--- config.mk ---
export PLATFORM = sky130hd
export DESIGN_NAME = axi4_lite_slave_regs
export DESIGN_NICKNAME = d
export VERILOG_FILES = /design/src/rtl/axi4_lite_slave_regs.sv
export SDC_FILE = /design/constraint.sdc
export NUM_CORES = 1
export LEC_CHECK = 0
export CAP_MARGIN = 10
export CORE_ASPECT_RATIO = 1.2
export CORE_MARGIN = 10
export CORE_UTILIZATION = 50
export DETAILED_ROUTE_END_ITERATION = 6
export GPL_TIMING_DRIVEN = 0
export PLACE_DENSITY = 0.8
export SLEW_MARGIN = 20
export SYNTH_ARGS = -nofsm -noshare
export SYNTH_HDL_FRONTEND = slang
export SYNTH_SLANG_ARGS = --single-unit
export TNS_END_PERCENT = 10
--- constraint.sdc ---
create_clock -name ACLK -period 6.7 [get_ports ACLK]
set_clock_uncertainty 0.15 [all_clocks]
set_input_delay 1.005 -clock ACLK [delete_from_list [all_inputs] [get_ports ACLK]]
set_output_delay 1.005 -clock ACLK [all_outputs]
set_load 0.03 [all_outputs]
--- src/rtl/axi4_lite_slave_regs.sv ---
// axi4_lite_slave_regs: AXI4-Lite slave register bank with independent write and read FSMs.
module axi4_lite_slave_regs #(
    parameter int ADDR_WIDTH = 32,
    parameter int DATA_WIDTH = 32,
    parameter int NUM_REGS   = 16
) (
    input  logic                           ACLK,
    input  logic                           ARESETn,
    input  logic [ADDR_WIDTH-1:0]          AWADDR,
    input  logic                           AWVALID,
    output logic                           AWREADY,
    input  logic [DATA_WIDTH-1:0]          WDATA,
    input  logic                           WVALID,
    output logic                           WREADY,
    output logic [1:0]                     BRESP,
    output logic                           BVALID,
    input  logic                           BREADY,
    input  logic [ADDR_WIDTH-1:0]          ARADDR,
    input  logic                           ARVALID,
    output logic                           ARREADY,
    output logic [DATA_WIDTH-1:0]          RDATA,
    output logic [1:0]                     RRESP,
    output logic                           RVALID,
    input  logic                           RREADY,
    output logic [NUM_REGS*DATA_WIDTH-1:0] regs_q
);
    localparam int BYTES = DATA_WIDTH / 8;
    localparam int LSB   = $clog2(BYTES);
    localparam int IDXW  = $clog2(NUM_REGS);

    typedef enum logic {WR_COLLECT, WR_RESP} wr_state_e;
    typedef enum logic {RD_IDLE, RD_RESP} rd_state_e;

    function automatic logic addr_ok(input logic [ADDR_WIDTH-1:0] a);
        return (a[LSB-1:0] == '0) && ((a >> (LSB + IDXW)) == '0);
    endfunction

    function automatic logic [IDXW-1:0] addr_idx(input logic [ADDR_WIDTH-1:0] a);
        return a[LSB +: IDXW];
    endfunction

    wr_state_e             wr_state_q, wr_state_d;
    logic                  aw_held_q, aw_held_d, w_held_q, w_held_d;
    logic [ADDR_WIDTH-1:0] awaddr_q, awaddr_d;
    logic [DATA_WIDTH-1:0] wdata_q, wdata_d;
    logic                  awready_q, awready_d, wready_q, wready_d;
    logic                  bvalid_q, bvalid_d;
    logic [1:0]            bresp_q, bresp_d;
    logic                  we;
    logic [ADDR_WIDTH-1:0] waddr;
    logic [DATA_WIDTH-1:0] wval;

    rd_state_e             rd_state_q, rd_state_d;
    logic                  arready_q, arready_d, rvalid_q, rvalid_d;
    logic [DATA_WIDTH-1:0] rdata_q, rdata_d;
    logic [1:0]            rresp_q, rresp_d;

    assign AWREADY = awready_q;
    assign WREADY  = wready_q;
    assign BVALID  = bvalid_q;
    assign BRESP   = bresp_q;
    assign ARREADY = arready_q;
    assign RVALID  = rvalid_q;
    assign RDATA   = rdata_q;
    assign RRESP   = rresp_q;

    always_comb begin
        wr_state_d = wr_state_q;
        aw_held_d  = aw_held_q;
        w_held_d   = w_held_q;
        awaddr_d   = awaddr_q;
        wdata_d    = wdata_q;
        awready_d  = awready_q;
        wready_d   = wready_q;
        bvalid_d   = bvalid_q;
        bresp_d    = bresp_q;
        we         = 1'b0;
        // A payload being accepted this edge takes priority over nothing held yet
        waddr      = aw_held_q ? awaddr_q : AWADDR;
        wval       = w_held_q ? wdata_q : WDATA;
        if (wr_state_q == WR_COLLECT) begin
            aw_held_d = aw_held_q | (AWVALID & awready_q);
            w_held_d  = w_held_q | (WVALID & wready_q);
            awaddr_d  = (AWVALID & awready_q) ? AWADDR : awaddr_q;
            wdata_d   = (WVALID & wready_q) ? WDATA : wdata_q;
            if (aw_held_d && w_held_d) begin
                we         = addr_ok(waddr);
                bresp_d    = we ? 2'b00 : 2'b10;
                bvalid_d   = 1'b1;
                awready_d  = 1'b0;
                wready_d   = 1'b0;
                wr_state_d = WR_RESP;
            end else begin
                awready_d = !aw_held_d;
                wready_d  = !w_held_d;
            end
        end else if (BREADY) begin
            bvalid_d   = 1'b0;
            aw_held_d  = 1'b0;
            w_held_d   = 1'b0;
            awready_d  = 1'b1;
            wready_d   = 1'b1;
            wr_state_d = WR_COLLECT;
        end
    end

    always_comb begin
        rd_state_d = rd_state_q;
        arready_d  = arready_q;
        rvalid_d   = rvalid_q;
        rdata_d    = rdata_q;
        rresp_d    = rresp_q;
        if (rd_state_q == RD_IDLE) begin
            arready_d = 1'b1;
            if (ARVALID && arready_q) begin
                arready_d  = 1'b0;
                rvalid_d   = 1'b1;
                rdata_d    = addr_ok(ARADDR) ? regs_q[addr_idx(ARADDR)*DATA_WIDTH +: DATA_WIDTH] : '0;
                rresp_d    = addr_ok(ARADDR) ? 2'b00 : 2'b10;
                rd_state_d = RD_RESP;
            end
        end else if (RREADY) begin
            rvalid_d   = 1'b0;
            rdata_d    = '0;
            arready_d  = 1'b1;
            rd_state_d = RD_IDLE;
        end
    end

    always_ff @(posedge ACLK) begin
        if (!ARESETn) begin
            wr_state_q <= WR_COLLECT;
            aw_held_q  <= 1'b0;
            w_held_q   <= 1'b0;
            awaddr_q   <= '0;
            wdata_q    <= '0;
            awready_q  <= 1'b0;
            wready_q   <= 1'b0;
            bvalid_q   <= 1'b0;
            bresp_q    <= 2'b00;
            rd_state_q <= RD_IDLE;
            arready_q  <= 1'b0;
            rvalid_q   <= 1'b0;
            rdata_q    <= '0;
            rresp_q    <= 2'b00;
            regs_q     <= '0;
        end else begin
            wr_state_q <= wr_state_d;
            aw_held_q  <= aw_held_d;
            w_held_q   <= w_held_d;
            awaddr_q   <= awaddr_d;
            wdata_q    <= wdata_d;
            awready_q  <= awready_d;
            wready_q   <= wready_d;
            bvalid_q   <= bvalid_d;
            bresp_q    <= bresp_d;
            rd_state_q <= rd_state_d;
            arready_q  <= arready_d;
            rvalid_q   <= rvalid_d;
            rdata_q    <= rdata_d;
            rresp_q    <= rresp_d;
            if (we) regs_q[addr_idx(waddr)*DATA_WIDTH +: DATA_WIDTH] <= wval;
        end
    end
endmodule
After elaboration in Yosys (flattened, before gate mapping)
Index checks and enable logic that the tools add are counted.
{ "classes": {"n_reduce_logical": 18, "n_mux": 33, "n_eq_ne": 2, "add_sub_neg": 1, "bitwise_logic": 6, "shifts": 3} }
{ "op_table": {"columns": ["operator", "count"], "rows": [
  ["512-bit bitwise mux", 1],
  ["32-bit by 34-bit variable shift with 512-bit output (first input constant)", 1],
  ["32-bit by 34-bit variable part select with 512-bit output", 1],
  ["512-bit by 10-bit variable part select with 32-bit output", 1],
  ["32-bit 2-to-1 mux", 6],
  ["32-bit logical NOT", 2],
  ["9-bit negation with 34-bit output", 1],
  ["1-bit 2-to-1 mux", 24],
  ["2-bit AND reduction", 6],
  ["1-bit logical AND", 4],
  ["2-bit logical NOT", 2],
  ["2-bit 2-to-1 mux", 2],
  ["2-bit inequality test (second input constant)", 2],
  ["2-bit nonzero test", 2],
  ["1-bit AND", 2],
  ["1-bit logical NOT", 2],
  ["1-bit inverter", 2],
  ["1-bit bitwise OR", 2]
]} }
{ "word_totals": {"inputBits": 103, "ff_bits": 621, "elab_cells": 78} }

Longest topological paths before layout
Gate-level depths: netlist of the first run.
{ "depth": {"depth_word": 5, "ltp_mapped": 12, "ltp_nobuf": 8} }

Least setup slack after synthesis of the first run
OpenSTA, ideal clock, no wires.
{ "synth_timing": {"path_kind": "input-to-reg", "from": "input port AWADDR[2]", "to": "register regs_q[290]", "t_required_ps": 6424, "setup_ps": 126, "path_buffers": 3, "setup_slack_ps": 3031, "arrival_ps": 3393, "stages": 10, "cell_sequence": "or4_1 nand2_1 ha_1 inv_1 clkbuf_1 nand3_1 or4_1 clkbuf_1 buf_2 mux2i_1"} }
{ "synth_between": {"elab_chain_len": 4, "elab_cells_between_ends": 5} }
{ "synth_lines": {"columns": ["element", "line", "rtl"], "rows": [
  ["from (decl)", "9", "input logic [ADDR_WIDTH-1:0] AWADDR,"],
  ["32-bit 2-to-1 mux *", "79", "waddr = aw_held_q ? awaddr_q : AWADDR;"],
  ["9-bit negation with 34-bit output *", "162", "if (we) regs_q[addr_idx(waddr)*DATA_WIDTH +: DATA_WIDTH] <= wval;"],
  ["32-bit by 34-bit variable part select with 512-bit output or 32-bit by 34-bit variable shift with 512-bit output (tied branches)", "162", null],
  ["512-bit bitwise mux *", "162", null],
  ["to (signal, indexed assignment)", "162", null],
  ["to (decl)", "25", "output logic [NUM_REGS*DATA_WIDTH-1:0] regs_q"]
]} }
Mark *: on every way between the ends. The rest lies on a longest branch, timed or not.
A chain may end at the register's enable or synchronous reset.

Worst setup path in the final report of the first run
{ "layout_timing": {"from": "input port AWADDR[4]", "to": "register regs_q[337]"} }
The elaborated chain is that of the path after synthesis.

==> flow_summary.ini, run 1 <==
[run_status]
status = finished clean

[critical_path]
crit_buf_inv = 4
cp_max_fo = 10
crit_family = buffers and inverters
crit_slowest_cell = clkbuf_1
slowest_delay_ns = 0.81
cp_cell_sequence = clkdlybuf4s50_1 -> or4_1 -> nand2_1 -> ha_1 -> inv_1 -> clkbuf_1 -> and3_1 -> clkbuf_1 -> nand2_1 -> mux2i_1
critPathKind = primary input to flop
end_kind = flop
worstPathArrival_ns = 4.73
cp-start-kind = primary input
crit_required_ns = 7.12

[clock_tree]
cts_setup_buffers = 0
postCtsHoldBufs = 0
cts.root.buffer_cell = clkbuf_16
cts_max_level = 2
clk_latency_ns = 0.64
cts.reportedPaths.clkPinSlew_ns = 0.06
cts_made_buffers = 61
cts_tree = built
cts_max_path_buffers = 3
cts-resized-gates = 0
cts_sinks = 619

[sta]
hold_viol = 0
rsz0062_at_grt = no
hold_ws_ns = 0.305
slew_headroom_pct = 13.0
min_period_over_period_pct = 64.3
fin_crit_ns = 4.31
timing.final.ws_setup_ns = 2.39
worst_pin_slew_ns = 1.31
drv_slew = 0
setup_tns_ns = 0
finalSetupViolCount = 0
fmax_ghz = 0.232

[synthesis]
async_flop_share_pct = 0
yosysWarnings = 0
synth.area.top_cells = dfxtp_1, mux2i_1, nand2_1
synthDistinctLibCells = 50
synth_edf_count = 0
yosysTopAreaCellShare_pct = 42.9
synth_ff_type = dfxtp_1
synth-seq-cells = 619
avgSynthCellArea_sq_um = 9.73
post-synth-top-area-cell = dfxtp_1
ys_seq_area_share_pct = 42.9
synthCells = 2970
synth_area_sq_um = 28900

[detailed_routing]
avgViaCountPerCell = 6.11
dr.pass1.iters = 5
drc = 0
routed_wl_microns = 136000
wl_per_cell_microns = 30.3
drt.antenna.violating_nets = 0
vias = 27400
dr.first_iter.drc_count = 2978

[flow_run]
drv_cap = 0

[place]
dp_hpwl_microns = 103000
dp.cells = 4362
dp_slack_ns = 1.79
post_dp_cell_area_sq_um = 36500
io_buffers = 650
gp_congestion = 0.951

[floorplan]
dieArea_sq_um = 67900
fp-row-count = 96
io_pins = 656
coreArea_sq_um = 57200
dieWidth_microns = 239
start_util_pct = 50.5
fp.dieH_microns = 283

[cells_and_area]
final_cell_mix = nand2_1, clkdlybuf4s50_1, dfxtp_1, mux2i_1, clkbuf_1
final_common_cell = nand2_1
drive_gt1_share_pct = 11.1
fillers = 4527
final_nets = 3795
stdcell_area_sq_um = 38600
syn_to_final_growth_pct = 33.6
final_cells = 4481

[power]
swShare_pct = 26.6
switchingPower_mw = 2.21
leakage_nw = 13.6
peakVddDrop_mv = 0.216
combinationalPowerShare_pct = 10.1
clkPwrFrac_pct = 45.1
cellInternalPower_mw = 6.09
seqPwrFrac_pct = 44.8
p_per_area_nw_per_um2 = 215

[grt]
grtUsageMet1_pct = 44.0
grt_pass1_wl_microns = 191000
track_usage_pct = 38.5
grt_use_met2_pct = 61.5
use_met3_pct = 12.4
grt-busiest-layer = met2
antenna_found_initial = 12
grt_pass1_vias = 27100
grt_max_degree = 16
grt_overflow = 0

[hold_path]
hold_class = flop to flop
-- per-layer routing --
metal / part of all wire [%] / wire length, microns
met1: 34 / 46900
met2: 46 / 62200
met3: 12 / 16900
met4: 7.2 / 9780
met5: 0.037 / 50
-- cells in the mapped netlist (13+ instances only) --
cell type / instances
a21boi_0: 68
and2_1: 21
buf_1: 19
buf_2: 20
buf_4: 38
clkbuf_1: 168
clkbuf_2: 13
dfxtp_1: 619
inv_1: 35
mux2_2: 20
mux2i_1: 526
mux4_2: 161
nand2_1: 1067
nand2b_1: 18
nor2b_1: 16
nor3_1: 21
nor4_1: 22
o21ai_0: 33
-- flip-flops by register name, indices dropped and copies added (netlist names) --
signal,flops
ARREADY,1
AWREADY,1
BRESP,1
BVALID,1
RDATA,32
RRESP,1
RVALID,1
WREADY,1
aw_held_q,1
awaddr_q,32
rd_state_q,1
regs_q,512
w_held_q,1
wdata_q,32
wr_state_q,1
-- power groups by stage --
stage | Clock [mW] | Sequential [mW] | Combinational, mW
after global placement | 0 | 3.80 | 0.778
final | 3.74 | 3.72 | 0.836
after floorplan | 0 | 3.81 | 0.429
after detailed placement | 0 | 3.80 | 0.805
after global routing | 3.86 | 3.72 | 0.863
after CTS | 3.72 | 3.72 | 0.810
-- worst register-to-register path, cell delays in order (launching register included) --
cell      delay [ns]
dfxtp_1         0.32
buf_6           0.15
buf_4           0.19
or4b_2          0.62
nand2_1         0.09
ha_1            0.26
inv_1           0.12
clkbuf_1        0.54
and3_1          0.52
clkbuf_1        0.82
nand2_1         0.14
mux2i_1         0.19
-- final timing paths --
path | start | to | slack (ns) | cells after the start
worst min-delay path | RDATA[3] | RDATA[3] | 0.30 | 2
worst max-delay path | AWADDR[4] | regs_q[337] | 2.39 | 10
worst min register to register | RDATA[3] | RDATA[3] | 0.30 | 2
worst max register to register | aw_held_q | regs_q[337] | 2.53 | 11
-- stage by stage --
stage / utilization (%) / power (mW)
6_report: 67.5 / 8.30
5_1_grt: 67.5 / 8.44
3_3_place_gp: 63.5 / 4.58
3_5_place_dp: 63.8 / 4.61
4_1_cts: 67.5 / 8.25
2_1_floorplan: - / 4.24
-- logic make-up (layout without fill, tap and decap cells) --
family | count (synthesis) | in the layout | share of synthesized area [%]
AND/OR/NAND/NOR | 1224 | 1224 | 17.9
multiplexers | 709 | 709 | 31.7
flip-flops | 619 | 619 | 42.9
buffers and inverters | 299 | 1066 | 4.62
AO/OA/AOI/OAI | 114 | 114 | 2.71
adder cells (fa/ha/maj) | 2 | 2 | 0.0866
XOR/XNOR | 2 | 2 | 0.126
other | 1 | 10 | 0.0130
-- layout make-up --
cell class                      instances  area (sq um)  share of cell area (%)
Antenna cell                            8          20.0                  0.0518
Buffer                                262          1210                    3.13
Tap cell                              735           920                    2.38
Clock inverter                         36           434                    1.12
Multi-Input combinational cell       2053         15200                    39.5
Sequential cell                       619         12400                    32.1
Inverter                               37           139                   0.360
Clock buffer                           75          1700                    4.40
Timing Repair Buffer                  656          6560                    17.0
Power figures use the tool's default switching activity.
==> inputs of run 2 (changes only) <==
--- a/config.mk
+++ b/config.mk
@@ -8,10 +8,10 @@
 export CAP_MARGIN = 10
 export CORE_ASPECT_RATIO = 1.2
 export CORE_MARGIN = 10
-export CORE_UTILIZATION = 50
+export CORE_UTILIZATION = 46
 export DETAILED_ROUTE_END_ITERATION = 6
 export GPL_TIMING_DRIVEN = 0
-export PLACE_DENSITY = 0.8
+export PLACE_DENSITY = 0.77
 export SLEW_MARGIN = 20
 export SYNTH_ARGS = -nofsm -noshare
 export SYNTH_HDL_FRONTEND = slang
==> constraint.sdc (replaced) <==
create_clock -name ACLK -period 3.9 [get_ports ACLK]
set_clock_uncertainty 0.15 [all_clocks]
set_input_delay 0.585 -clock ACLK [delete_from_list [all_inputs] [get_ports ACLK]]
set_output_delay 0.585 -clock ACLK [all_outputs]
set_load 0.03 [all_outputs]
==> flow_summary.ini, run 2 (same netlist as run 1, synthesis figures left out) <==
[power]
p_per_area_nw_per_um2 = 360
peakVddDrop_mv = 0.382
leakage_nw = 13.6

[place]
gp_congestion = 0.940
io_buffers = 650
dp_hpwl_microns = 106000

[cells_and_area]
fin_util_pct = 62.2
final_cell_mix = nand2_1, clkdlybuf4s50_1, dfxtp_1, mux2i_1, clkbuf_1
drive_gt1_share_pct = 11.3
final_nets = 3803
syn_to_final_growth_pct = 33.9
fillers = 5282
largest_reg_flops = 512
final_common_cell = nand2_1
max_flop_register = regs_q

[hold_path]
min_from = RDATA[9]
hold_class = flop to flop

[sta]
rsz0062_at_grt = yes
fin_crit_ns = 3.88
worst_pin_slew_ns = 1.20
hold_viol = 0
drv_slew = 0
fmax_ghz = 0.258
min_period_over_period_pct = 99.4
slew_headroom_pct = 20.3
setup_tns_ns = 0
finalSetupViolCount = 0

[critical_path]
crit_slowest_cell = or4b_2
cp_cell_sequence = buf_6 -> buf_4 -> or4b_2 -> nand2_1 -> ha_1 -> nor3b_1 -> o2111a_2 -> nand2_1 -> or3_1 -> clkbuf_1 -> clkbuf_4 -> mux2i_1
crit_required_ns = 4.27
cp_max_fo = 10
worstPathArrival_ns = 4.25
cp-start-kind = flop
rr_startpoint = aw_held_q
slowest_delay_ns = 0.64
critPathKind = flop to flop
crit_start = aw_held_q
end_kind = flop
crit_top_cell = nand2_1

[clock_tree]
cts_sinks = 619
cts_max_path_buffers = 3
cts.reportedPaths.clkPinSlew_ns = 0.07
cts.root.buffer_cell = clkbuf_16
cts_made_buffers = 61
clk_latency_ns = 0.65
cts_max_level = 2
cts_tree = built

[floorplan]
fp.dieH_microns = 295
fp-row-count = 100
coreArea_sq_um = 62200
io_pins = 656
dieWidth_microns = 249
dieArea_sq_um = 73300
start_util_pct = 46.5

[run_status]
status = finished clean

[detailed_routing]
drc = 0
vias = 27100
dr.pass1.iters = 6
drt.antenna.violating_nets = 0
dr.first_iter.drc_count = 3019
routed_wl_microns = 137000
avgViaCountPerCell = 5.93
wl_per_cell_microns = 30.1

[grt]
grt_max_degree = 17
grt_pass1_wl_microns = 192000
grt_pass1_vias = 26500
track_usage_pct = 35.5
grt_overflow = 0
antenna_found_initial = 10

[flow_run]
drv_cap = 0
==> run 2: final cells by class <==
type	count	area, sq um	area share (%)
buffer	262	1230	3.19
timing repair buffer	664	6610	17.1
clock buffer	87	1810	4.67
inverter	37	139	0.359
multi-input combinational	2053	15300	39.4
sequential	619	12400	32.0
tap	816	1020	2.64
antenna	4	10.0	0.0259
clock inverter	21	223	0.575
==> run 2: worst max-delay path, delay by kind of cell, from the launching register on <==
kind / cells / cell delay [ns]
adder cells (fa/ha/maj): 1 / 0.26
AND/OR/NAND/NOR: 5 / 1.39
multiplexers: 1 / 0.15
AO/OA/AOI/OAI: 1 / 0.44
flip-flops: 1 / 0.33
buffers and inverters: 4 / 1.03
==> run 2: per-stage QoR <==
stage | setup slack, ns | power, mW | instances | hold slack (ns) | area (sq um)
final | 0.0243 | 13.9 | 4563 | 0.306 | 38700
after global routing | -0.0155 | 14.2 | 4563 | 0.333 | 38700
after detailed placement | -0.605 | 7.92 | 4446 | 0.291 | 36600
after global placement | -1.11 | 7.88 | 4437 | 0.284 | 36400
after floorplan | 0.571 | 7.28 | 2971 | 0.290 | 28900
after CTS | -0.0275 | 13.9 | 4554 | 0.306 | 38600
==> run 2: final timing paths <==
| check | to | slack [ns] | depth (start not counted) |
|---|---|---|---|
| setup / recovery | regs_q[7] | 0.02 | 12 |
| hold / removal | RDATA[9] | 0.31 | 2 |
| setup reg to reg | regs_q[7] | 0.02 | 12 |
| hold reg to reg | RDATA[9] | 0.31 | 2 |
==> run 2: metal layers <==
metal | GRT usage [%] | share of wire [%] | vias to the layer above | wire length [microns]
li1 | - | - | 11500 | -
met4 | 20.7 | 6.5 | 10 | 8910
met2 | 58.1 | 46 | 1807 | 63500
met1 | 41.9 | 37 | 13300 | 50100
met3 | 8.81 | 11 | 414 | 14700
met5 | 0 | 0.042 | - | 57
==> run 2: power breakdown <==
part / switching [mW] / internal [mW] / total, mW
logic: 1.03 / 0.413 / 1.44
clock network: 2.71 / 3.41 / 6.12
registers: 0.0248 / 6.37 / 6.39
total: 3.76 / 10.2 / 13.9
==> run 2: timing repair <==
item                       CTS  global route
gates cloned                 0             0
hold buffers                 0             0
setup buffers                0             5
pin swaps                    0             3
setup endpoints to repair  100           209
gates resized for setup      3            21
